## src/rtl/station_pkg.sv

```systemverilog
// -----------------------------------------------------------------------------
// station_pkg
//   Shared types and constants for the station command sequencer.
//   - station_state_t : sequencer state (IDLE / TRANSIT)
//   - CMD_STOP/CMD_GO : command opcodes carried in cmd[7:6]
//   - cmd_opcode()    : extracts the opcode field from a command byte
//   - cmd_station()   : extracts the destination station from a command byte
//   - id_station()    : extracts the comparable station field from a barcode ID
// -----------------------------------------------------------------------------
package station_pkg;

  typedef enum logic {
    IDLE    = 1'b0,
    TRANSIT = 1'b1
  } station_state_t;

  localparam logic [1:0] CMD_STOP = 2'b00;
  localparam logic [1:0] CMD_GO   = 2'b01;

  function automatic logic [1:0] cmd_opcode(input logic [7:0] cmd_byte);
    return cmd_byte[7:6];
  endfunction

  function automatic logic [5:0] cmd_station(input logic [7:0] cmd_byte);
    return cmd_byte[5:0];
  endfunction

  function automatic logic [5:0] id_station(input logic [7:0] id_byte);
    return id_byte[5:0];
  endfunction

endpackage

```

## src/rtl/station_cntrl_buzz_gen.sv

```systemverilog
// -----------------------------------------------------------------------------
// buzz_gen
//   Differential square-wave driver for the piezo alarm.
//   While en is high a counter runs 0..BUZZ_HALF-1 and a toggle flop flips on
//   every wrap, so the tone period is 2*BUZZ_HALF clk cycles. While en is low
//   the counter and toggle flop are held at zero and both drive legs are low,
//   so the piezo sees no DC bias when silent.
// Ports
//   clk    in   system clock
//   rst_n  in   asynchronous active-low reset
//   en     in   alarm enable
//   buzz   out  piezo drive, positive leg
//   buzz_n out  piezo drive, negative leg (complement of buzz while enabled)
// -----------------------------------------------------------------------------
module buzz_gen #(
  parameter int BUZZ_HALF = 6250
) (
  input  logic clk,
  input  logic rst_n,
  input  logic en,
  output logic buzz,
  output logic buzz_n
);

  localparam int CNT_W = $clog2(BUZZ_HALF);
  localparam logic [CNT_W-1:0] CNT_LAST = CNT_W'(BUZZ_HALF - 1);

  logic [CNT_W-1:0] cnt_reg;
  logic             tog_reg;

  always_ff @(posedge clk or negedge rst_n) begin
    if (!rst_n) begin
      cnt_reg <= '0;
      tog_reg <= 1'b0;
    end else if (!en) begin
      cnt_reg <= '0;
      tog_reg <= 1'b0;
    end else if (cnt_reg == CNT_LAST) begin
      cnt_reg <= '0;
      tog_reg <= ~tog_reg;
    end else begin
      cnt_reg <= cnt_reg + CNT_W'(1);
    end
  end

  // Gating with en makes both legs drop together the moment the alarm is
  // disabled, and keeps them complementary from the very first enabled cycle.
  assign buzz   = en &  tog_reg;
  assign buzz_n = en & ~tog_reg;

endmodule

```

## src/rtl/station_cntrl.sv

```systemverilog
// -----------------------------------------------------------------------------
// station_cntrl
//   Command sequencer between the host UART receiver, the barcode reader and
//   the motor/buzzer drivers. A GO command latches a 6-bit destination station
//   and puts the robot in transit; it stays in transit until a STOP command or
//   until the barcode reader reports the destination station. Motion is
//   enabled only while in transit and the path is clear; a blocked path while
//   in transit sounds the piezo alarm.
// Ports
//   clk          in   system clock
//   rst_n        in   asynchronous active-low reset
//   cmd_rdy      in   host command byte available (held until acknowledged)
//   cmd[7:0]     in   command byte: [7:6] opcode, [5:0] station
//   clr_cmd_rdy  out  acknowledge pulse for cmd_rdy
//   ID_vld       in   barcode ID available (held until acknowledged)
//   ID[7:0]      in   barcode ID, only [5:0] is compared
//   clr_ID_vld   out  acknowledge pulse for ID_vld
//   OK2Move      in   path is obstacle-free
//   in_transit   out  robot travelling toward the destination
//   go           out  motion enable
//   buzz/buzz_n  out  differential piezo drive
// -----------------------------------------------------------------------------
module station_cntrl
  import station_pkg::*;
#(
  parameter int BUZZ_HALF = 6250
) (
  input  logic       clk,
  input  logic       rst_n,
  input  logic       cmd_rdy,
  input  logic [7:0] cmd,
  output logic       clr_cmd_rdy,
  input  logic       ID_vld,
  input  logic [7:0] ID,
  output logic       clr_ID_vld,
  input  logic       OK2Move,
  output logic       in_transit,
  output logic       go,
  output logic       buzz,
  output logic       buzz_n
);

  station_state_t state_reg;
  logic [5:0]     dest_reg;
  logic           in_transit_reg;

  logic [1:0]     opcode;
  logic           is_go;
  logic           is_stop;
  logic           id_match;
  logic           buzz_en;
  logic           unused_id_hi;

  assign opcode   = cmd_opcode(cmd);
  assign is_go    = cmd_rdy && (opcode == CMD_GO);
  assign is_stop  = cmd_rdy && (opcode == CMD_STOP);
  assign id_match = ID_vld && (id_station(ID) == dest_reg);

  // Upper ID bits carry reader status that this block does not use.
  assign unused_id_hi = ^ID[7:6];

  // Every command and every ID is consumed in both states (ignored opcodes
  // and IDs seen while idle are simply dropped), so the acknowledges follow
  // the request flags directly. Upstream drops the flag on the next edge,
  // which bounds each pulse to one cycle.
  always_comb begin
    clr_cmd_rdy = 1'b0;
    clr_ID_vld  = 1'b0;
    case (state_reg)
      IDLE: begin
        clr_cmd_rdy = cmd_rdy;
        clr_ID_vld  = ID_vld;
      end
      TRANSIT: begin
        clr_cmd_rdy = cmd_rdy;
        clr_ID_vld  = ID_vld;
      end
      default: begin
        clr_cmd_rdy = cmd_rdy;
        clr_ID_vld  = ID_vld;
      end
    endcase
  end

  // Command outranks the barcode ID when both arrive together: a GO retargets
  // the robot even if the ID matched the old destination, a STOP ends the
  // trip, and only an ignored opcode leaves the decision to the ID compare.
  always_ff @(posedge clk or negedge rst_n) begin
    if (!rst_n) begin
      state_reg      <= IDLE;
      dest_reg       <= 6'h00;
      in_transit_reg <= 1'b0;
    end else begin
      case (state_reg)
        IDLE: begin
          if (is_go) begin
            dest_reg       <= cmd_station(cmd);
            in_transit_reg <= 1'b1;
            state_reg      <= TRANSIT;
          end
        end
        TRANSIT: begin
          if (is_go) begin
            dest_reg <= cmd_station(cmd);
          end else if (is_stop || id_match) begin
            in_transit_reg <= 1'b0;
            state_reg      <= IDLE;
          end
        end
        default: begin
          state_reg      <= IDLE;
          in_transit_reg <= 1'b0;
        end
      endcase
    end
  end

  assign in_transit = in_transit_reg;
  assign go         = in_transit_reg & OK2Move;
  assign buzz_en    = in_transit_reg & ~OK2Move;

  buzz_gen #(
    .BUZZ_HALF(BUZZ_HALF)
  ) u_buzz_gen (
    .clk    (clk),
    .rst_n  (rst_n),
    .en     (buzz_en),
    .buzz   (buzz),
    .buzz_n (buzz_n)
  );

endmodule

```

## config.mk

```make
export PLATFORM = sky130hd
export DESIGN_NAME = station_cntrl
export DESIGN_NICKNAME = d
export VERILOG_FILES = /design/src/rtl/station_pkg.sv /design/src/rtl/station_cntrl_buzz_gen.sv /design/src/rtl/station_cntrl.sv
export SDC_FILE = /design/constraint.sdc
export NUM_CORES = 1
export LEC_CHECK = 0
export ABC_AREA = 1
export BUFFER_PORTS_ARGS = -buffer_cell sky130_fd_sc_hd__buf_2
export CORE_MARGIN = 2
export CORE_UTILIZATION = 43
export DETAILED_ROUTE_END_ITERATION = 16
export HOLD_SLACK_MARGIN = 0.06
export MAX_ROUTING_LAYER = met4
export PLACE_DENSITY = 0.67
export SLEW_MARGIN = 20
export SYNTH_ARGS = -nofsm -noshare
export SYNTH_HDL_FRONTEND = slang
export SYNTH_SLANG_ARGS = --single-unit
```

## constraint.sdc

```tcl
create_clock -name clk -period 1.7 [get_ports clk]
set_input_delay 0.17 -clock clk [delete_from_list [all_inputs] [get_ports clk]]
set_output_delay 0.17 -clock clk [all_outputs]
set_load 0.1 [all_outputs]
```

# == After elaboration in Yosys (flattened, before gate mapping) ==
# Index checks and enable logic that the tools add are counted.
# op_classes
add_sub_neg,1
n_mux,13
n_eq_ne,7
n_reduce_logical,6
n_bitwise,7
# ops
operator,n
$mux W13,2
$add A13 B1 Y13 const B,1
$eq A13 B13 Y1 const B,1
$mux W1,8
$eq A6 B6 Y1,1
$mux W6,1
$ne A2 B2 Y1 const B,3
$and A1 B1 Y1,4
$pmux W1 S2,2
$logic_and A1 B1 Y1,3
$not A1 Y1,3
$reduce_and A3 Y1,1
$eq A2 B1 Y1 const B,1
$logic_not A2 Y1,1
$ne A2 B1 Y1 const B,1
$logic_or A1 B1 Y1,1
# totals
word_cells,39
in_bits,21
regBits,22
output_inout_bits,6

# == Longest topological paths before layout ==
# Gate-level depths: netlist (run 1).
# logic_depth
depth_word,6
mapped_depth,9
mapped_depth_nobuf,9

# == Cells and area by module ==
# From an unflattened synthesis (run 1), not the netlist that was laid out.
# hier_totals
cells_unflattened,177
hier_area_um2,1308.8
# modules_own_cells
module,area_per_inst_um2,cells_per_inst,seq_area_each_um2,n_inst
buzz_gen,833.3,107,350.3,1
station_cntrl,475.5,70,200.2,1

# == Worst setup path before layout (run 1) ==
# OpenSTA, ideal clock, no wires.
# synth_path
path_kind,register to register
start,register in_transit_reg (netlist: in_transit)
end,register u_buzz_gen.tog_reg
setup_slack_ns,-1.270
required_time_ns,1.629
arrival_time_ns,2.899
synth_period_minus_slack_ns,2.970
path_stages_with_launch,7
path_buffers,0
setup_time_ns,0.071
path_cell_list,dfrtp_1 > inv_1 > nor2_2 > inv_1 > nor2_1 > nand2_1 > nand2_1
# synth_via
elab_chain_len,2
elab_cells_between_ends,3
classes_between,1 x eq/ne; 1 x mux; 1 x bitwise
# synth_rtl
element,line,source
"start, declared",station_cntrl.sv:45,logic in_transit_reg;
"start signal, assigned",station_cntrl.sv:92,in_transit_reg <= 1'b0;
"start signal, assigned",station_cntrl.sv:98,in_transit_reg <= 1'b1;
"start signal, assigned",station_cntrl.sv:106,in_transit_reg <= 1'b0;
$and A1 B1 Y1 *,station_cntrl.sv:120,assign buzz_en = in_transit_reg & ~OK2Move;
$ne A2 B2 Y1 (no line) / $mux W1 (equally long branches),--,
"end signal, assigned",station_cntrl_buzz_gen.sv:40,tog_reg <= ~tog_reg;
"end, declared",station_cntrl_buzz_gen.sv:29,logic tog_reg;
# Mark *: on every way between the ends. The rest lies on a longest branch, timed or not.
# A chain may end at the register's enable or synchronous reset.

# == Final worst setup path (run 1) ==
# layout_path
start,register in_transit_reg (netlist: in_transit)
end,output buzz
# layout_via
elab_chain_len,2
# layout_rtl
element,line,source
$and A1 B1 Y1,station_cntrl.sv:120,
$and A1 B1 Y1,station_cntrl_buzz_gen.sv:48,assign buzz = en & tog_reg;
"end, declared",station_cntrl.sv:39,"output logic buzz,"
# Every way passes these cells.

==> results of run 1 <==
-- metal layers --
layer | vias up | wire length [µm] | track usage
li1 | 540 | - | -
met1 | 477 | 985 | 0.182
met2 | 21 | 1140 | 0.279
met3 | 4 | 106 | 0.0476
met4 | 0 | 24 | 0.0299
met5 | - | 0 | -
-- cells by family (layout without fill, tap and decap cells) --
| logic type | after synthesis | in the layout | synth area share |
|---|---|---|---|
| buffers and inverters | 32 | 58 | 0.105 |
| adders and majority gates | 2 | 2 | 0.0206 |
| DFF | 22 | 22 | 0.453 |
| AOI/OAI and AO/OA | 14 | 14 | 0.0617 |
| and+or+nand+nor | 86 | 86 | 0.338 |
| xor gates and xnor gates | 3 | 3 | 0.0216 |
-- worst max-delay path by stage --
stage / from / to / depth (start not counted)
2_1_floorplan: in_transit / u_buzz_gen.tog_reg / 6
3_3_place_gp: u_buzz_gen.cnt_reg[1] / u_buzz_gen.tog_reg / 8
3_5_place_dp: u_buzz_gen.cnt_reg[1] / u_buzz_gen.tog_reg / 8
4_1_cts: in_transit / buzz / 5
5_1_grt: in_transit / buzz / 5
6_report: in_transit / buzz / 5
-- layout by cell type, fill, tap and decap left out, types with 2 or more instances in the layout --
cell / Yosys / layout
nor3b_2: 2 / 2
nor2_1: 27 / 25
clkbuf_4: 0 / 3
nand2_2: 4 / 4
o21ai_0: 2 / 2
a21oi_1: 7 / 7
inv_1: 28 / 26
nor3_1: 6 / 6
inv_2: 1 / 3
nand3_1: 9 / 9
nor2_4: 3 / 6
buf_12: 0 / 2
dfrtp_1: 22 / 21
o21ai_1: 3 / 3
xor2_1: 2 / 2
nand2_1: 31 / 31
ha_1: 2 / 2
buf_2: 0 / 22
-- repair_timing --
item	CTS	global route
hold buffers	1	0
resized for setup	0	0
hold endpoints to repair	22	0
-- power by group through the flow --
stage               clock [W]  combinational, W  sequential [W]
finish               0.000407          0.000397        0.000608
global route         0.000432          0.000434        0.000615
CTS                  0.000414          0.000404        0.000608
detailed placement          0          0.000401        0.000618
global placement            0          0.000394        0.000617
floorplan                   0          0.000241        0.000670
-- worst max-delay path: cells and delay by family (launching register included) --
kind | cells | cell delay (ns)
buf+inv | 3 | 0.36
flops | 1 | 0.44
simple gates | 2 | 0.29
-- final cells by class --
| type | count | share of cell area |
|---|---|---|
| sequential | 22 | 0.376 |
| multi-input combinational | 105 | 0.379 |
| clock buffer | 3 | 0.0153 |
| clock inverter | 1 | 0.0204 |
| inverter | 29 | 0.0739 |
| tap | 31 | 0.0263 |
| timing repair buffer | 25 | 0.109 |
-- per-stage QoR --
stage          setup WS (ns)  cells  hold slack (ns)  utilization
4_1_cts                0.111    216           0.0821        0.543
6_report               0.128    216           0.0850        0.543
3_5_place_dp           0.287    211            0.169        0.520
5_1_grt               0.0442    216           0.0972        0.543
3_3_place_gp           0.315    211            0.169        0.520
2_1_floorplan         0.0266    159           -0.126            -
==> flow_summary.ini, run 1 <==
[clocking]
clk_path_buf_depth = 2
post_cts_buffers = 0
cts_tree = built
cts-root-buf = clkbuf_4
h-tree-depth = 1
clk_pin_slew_ns = 0.13
insertion_delay_ns = 0.32
cts_sinks = 22
numCtsBuffers = 3

[routing]
drc = 0
firstDrtPassIters = 4
drt_wl_total_mm = 2.26
vias = 1042
drt-vias-per-instance = 4.82
dr.first_iter.drc_count = 19
wl_per_cell_um = 10.5
ant_nets = 0

[sta]
relSlewSlack = 0.662
drv_slew = 0
clock_skew_ns = 0.00845
fin_crit_sh = 0.925
setup_viol = 0
period_needed_ns = 1.57
setup_tns_ns = 0
hold_viol_final = 0
worstMarginPinSlew_ns = 0.506
maxClockFrequency_mhz = 636
rsz0062_at_grt = false

[critical_path]
r2r.worst_path.cells = 7
critPathMaxStageDelay_ns = 0.44
required_ns = 1.53
path_cells = inv_2, nor2_4, inv_2, nor2_4, buf_12
worstReg2RegStart = u_buzz_gen.cnt_reg[0]
reg2reg_to = u_buzz_gen.cnt_reg[12]
crit_type = flop to output port
rrSetupSlack_ns = 0.27
timing.critical_path.slowest_stage_cell = dfrtp_4
crit_path_end_kind = output port
worstPathMaxFanout = 7
critPathArrivalTime_ns = 1.40
worstSetupStartpointType = flop

[pwr]
total_leakage_power_nw = 0.743
finalPower_w = 0.00141
max-vdd-ir-drop_v = 0.000631
p_seq_frac = 0.431
clkPwrFrac = 0.288
p_sw_w = 0.000493
swShare = 0.349
p_per_area_nw_per_um2 = 959
combPwrFrac = 0.281
p_int_w = 0.000920

[outcome]
outcome = completed

[synth]
syn-cell-area_um2 = 1220
synthCells = 159
synth.distinct_cells = 24
async_flop_share = 1.00
synth_edf_count = 0
yosys.cell_count.top_type = nand2_1
synthFlopType = dfrtp_1
netlist.area_leader.share = 0.453
synth_area_leader_cell = dfrtp_1
yosys-top-cells-area = dfrtp_1 45%, nand2_1 9.6%, inv_1 8.6%
yosys_warnings = 0
ys_ff_latch = 22
synth.yosys.seq_area_share = 0.453
synth.avg_cell_area_um2 = 7.65
synth_fp_nets = 182
synth_commonest_cells = 31 x nand2_1, 28 x inv_1, 27 x nor2_1

[die]
die_area_um2 = 3270
core_um2 = 2710
ios = 27
die_x_um = 57.2
die_y_um = 57.2
rows = 19
initial_core_util = 0.449

[global_route]
grt_max_degree = 23
grt_pass1_vias = 991
grt_pass1_wl_mm = 3.97
track_usage = 0.159
grt_remaining_overflow = 0
antenna_found_initial = 0

[finish]
drive_above_1_share = 0.249
ff_latch_area_um2 = 554
layout.nets = 209
multiInputGateArea_um2 = 558
largest_reg_flops = 13
syn2layout_area_growth_pct = 21.1
diodes = 0
final_area_um2 = 1470
fill_cells = 273

[run]
cap_violations = 0

[hold_path]
hold_path.class = input port to flop
holdPathStages = 3
min_to = dest_reg[0]
hold_path_startpoint = cmd[0]

[place]
hpwlAfterDp_mm = 1.75
place_area_um2 = 1410
io_buffers = 24
gp_congestion = 0.798
(Power assumes the default switching activity.)
==> run 2, diff against run 1 <==
--- a/config.mk
+++ b/config.mk
@@ -7,12 +7,14 @@
 export LEC_CHECK = 0
 export ABC_AREA = 1
 export BUFFER_PORTS_ARGS = -buffer_cell sky130_fd_sc_hd__buf_2
+export CELL_PAD_IN_SITES_DETAIL_PLACEMENT = 0
+export CELL_PAD_IN_SITES_GLOBAL_PLACEMENT = 1
 export CORE_MARGIN = 2
-export CORE_UTILIZATION = 43
+export CORE_UTILIZATION = 38
 export DETAILED_ROUTE_END_ITERATION = 16
 export HOLD_SLACK_MARGIN = 0.06
 export MAX_ROUTING_LAYER = met4
-export PLACE_DENSITY = 0.67
+export PLACE_DENSITY = 0.79
 export SLEW_MARGIN = 20
 export SYNTH_ARGS = -nofsm -noshare
 export SYNTH_HDL_FRONTEND = slang
==> constraint.sdc (replaced) <==
create_clock -name clk -period 1.5 [get_ports clk]
set_input_delay 0.15 -clock clk [delete_from_list [all_inputs] [get_ports clk]]
set_output_delay 0.15 -clock clk [all_outputs]
set_load 0.1 [all_outputs]
==> run 2 against run 1 <==
Routed wire length up 1.1%; power rose by 5.1%; first-iteration DRC count down 11%; clock skew is 0.0054 ns lower; setup slack lost 0.099 ns; largest power group unchanged.
==> flow_summary.ini, run 2 (synthesis results as in run 1) <==
[outcome]
outcome = completed

[clocking]
cts-root-buf = clkbuf_4
numCtsBuffers = 3
insertion_delay_ns = 0.31
cts_sinks = 22
cts_tree = built
clk_path_buf_depth = 2
h-tree-depth = 1
clk_pin_slew_ns = 0.12

[sta]
whs_ns = 0.0816
rsz0062_at_grt = true
setup_tns_ns = 0
relSlewSlack = 0.663
maxClockFrequency_mhz = 680
worstMarginPinSlew_ns = 0.505
hold_viol_final = 0
period_needed_ns = 1.47
drv_slew = 0
fin_crit_sh = 0.980
clock_skew_ns = 0.00307
setup_viol = 0
layout_setup_ws_ns = 0.0296

[critical_path]
timing.critical_path.slowest_stage_cell = dfrtp_4
crit_top_cell = nor2_4
crit_path_end_kind = output port
worstPathMaxFanout = 7
required_ns = 1.35
worstSetupStartpointType = flop
path_cells = inv_2, nor2_4, inv_4, nor2_4, buf_12
critPathMaxStageDelay_ns = 0.44
crit_type = flop to output port
critPathArrivalTime_ns = 1.32

[die]
die_y_um = 60.6
initial_core_util = 0.398
die_x_um = 60.6
core_um2 = 3050
rows = 20
ios = 27
die_area_um2 = 3670

[routing]
met3WireLength_um = 73
highest_layer = met4
dr_wl_met2_mm = 1.16
firstDrtPassIters = 4
drt_wl_total_mm = 2.28
wl_met1_mm = 1.05
drc = 0
drt-vias-per-instance = 4.46
dr.first_iter.drc_count = 17
vias = 1030
wl_per_cell_um = 9.89
ant_nets = 0

[pwr]
combPwrFrac = 0.311
p_per_area_nw_per_um2 = 995
p_int_w = 0.000929
p_seq_frac = 0.466
clkPwrFrac = 0.223
total_leakage_power_nw = 0.743
swShare = 0.374
max-vdd-ir-drop_v = 0.000495
p_sw_w = 0.000556
finalPower_w = 0.00148

[hold_path]
hold_path.class = input port to flop

[finish]
layout.cells.most_common = nand2_1
fill_cells = 332
layout_common_cells = 31 x nand2_1, 26 x inv_1, 25 x nor2_1
drive_above_1_share = 0.262
diodes = 0
layout.nets = 211
largest_reg_flops = 13
syn2layout_area_growth_pct = 22.7
final_area_um2 = 1490

[global_route]
grt_pass1_vias = 995
grt_pass1_wl_mm = 4.13
track_usage = 0.154
antenna_found_initial = 0
grt_max_degree = 23
grt_remaining_overflow = 0

[place]
place_area_um2 = 1440
io_buffers = 24
gp_congestion = 0.778
hpwlAfterDp_mm = 1.79
pre_cts_ws_ns = 0.107

[run]
cap_violations = 0
==> run 2: cell types whose count changed in the layout (fill, tap and decap cells not counted), sizes merged <==
cell	previous run	this run
clkbuf	3	4
bufinv	1	0
buf	24	26
==> run 2: final cells by class <==
type	instances	area (µm²)	share of cell area
multi-input cells	105	561	0.376
clock buffers	4	36.3	0.0243
inverters	29	111	0.0746
repair buffers	27	175	0.117
well taps	44	55.1	0.0369
flip-flops and latches	22	554	0.371
==> run 2: power groups by stage <==
stage               clock network (W)  registers, W  logic (W)
floorplan                           0      0.000760   0.000276
CTS                          0.000349      0.000692   0.000469
detailed placement                  0      0.000704   0.000458
finish                       0.000331      0.000692   0.000462
global placement                    0      0.000700   0.000451
global route                 0.000384      0.000700   0.000507
==> run 2: per-stage QoR <==
stage	util	cells
floorplan	-	159
global placement	0.470	225
detailed placement	0.470	225
CTS	0.488	231
global route	0.489	231
finish	0.489	231
==> run 2: final timing paths <==
path                                     endpoint  slack, ns  cells past startpoint                  start
max                                          buzz       0.03                      5             in_transit
min                                   dest_reg[4]       0.08                      3                 cmd[4]
max reg2reg                u_buzz_gen.cnt_reg[12]       0.11                      7  u_buzz_gen.cnt_reg[0]
min reg2reg                 u_buzz_gen.cnt_reg[0]       0.52                      1  u_buzz_gen.cnt_reg[0]
max in group asynchronous              in_transit       0.80                      2                  rst_n
min in group asynchronous   u_buzz_gen.cnt_reg[7]       0.32                      2                  rst_n
==> run 2: repair_timing <==
action,4_1_cts,5_1_grt
pin swaps,2,0
hold buffers,1,0
setup buffers,1,0
cloned,0,0
hold endpoints to repair,22,0
setup endpoints to repair,2,4
gates resized for setup,0,1
==> run 2: worst max-delay path: cells and delay by family, from the launching register on <==
kind          cells  cell delay [ns]
flops             1             0.44
simple gates      2             0.25
buf+inv           3             0.32
==> run 2: layer usage <==
metal / global-route usage / vias up
met5: - / -
met4: 0.0559 / 0
met3: 0.0320 / 2
met2: 0.253 / 17
met1: 0.187 / 467
li1: - / 544
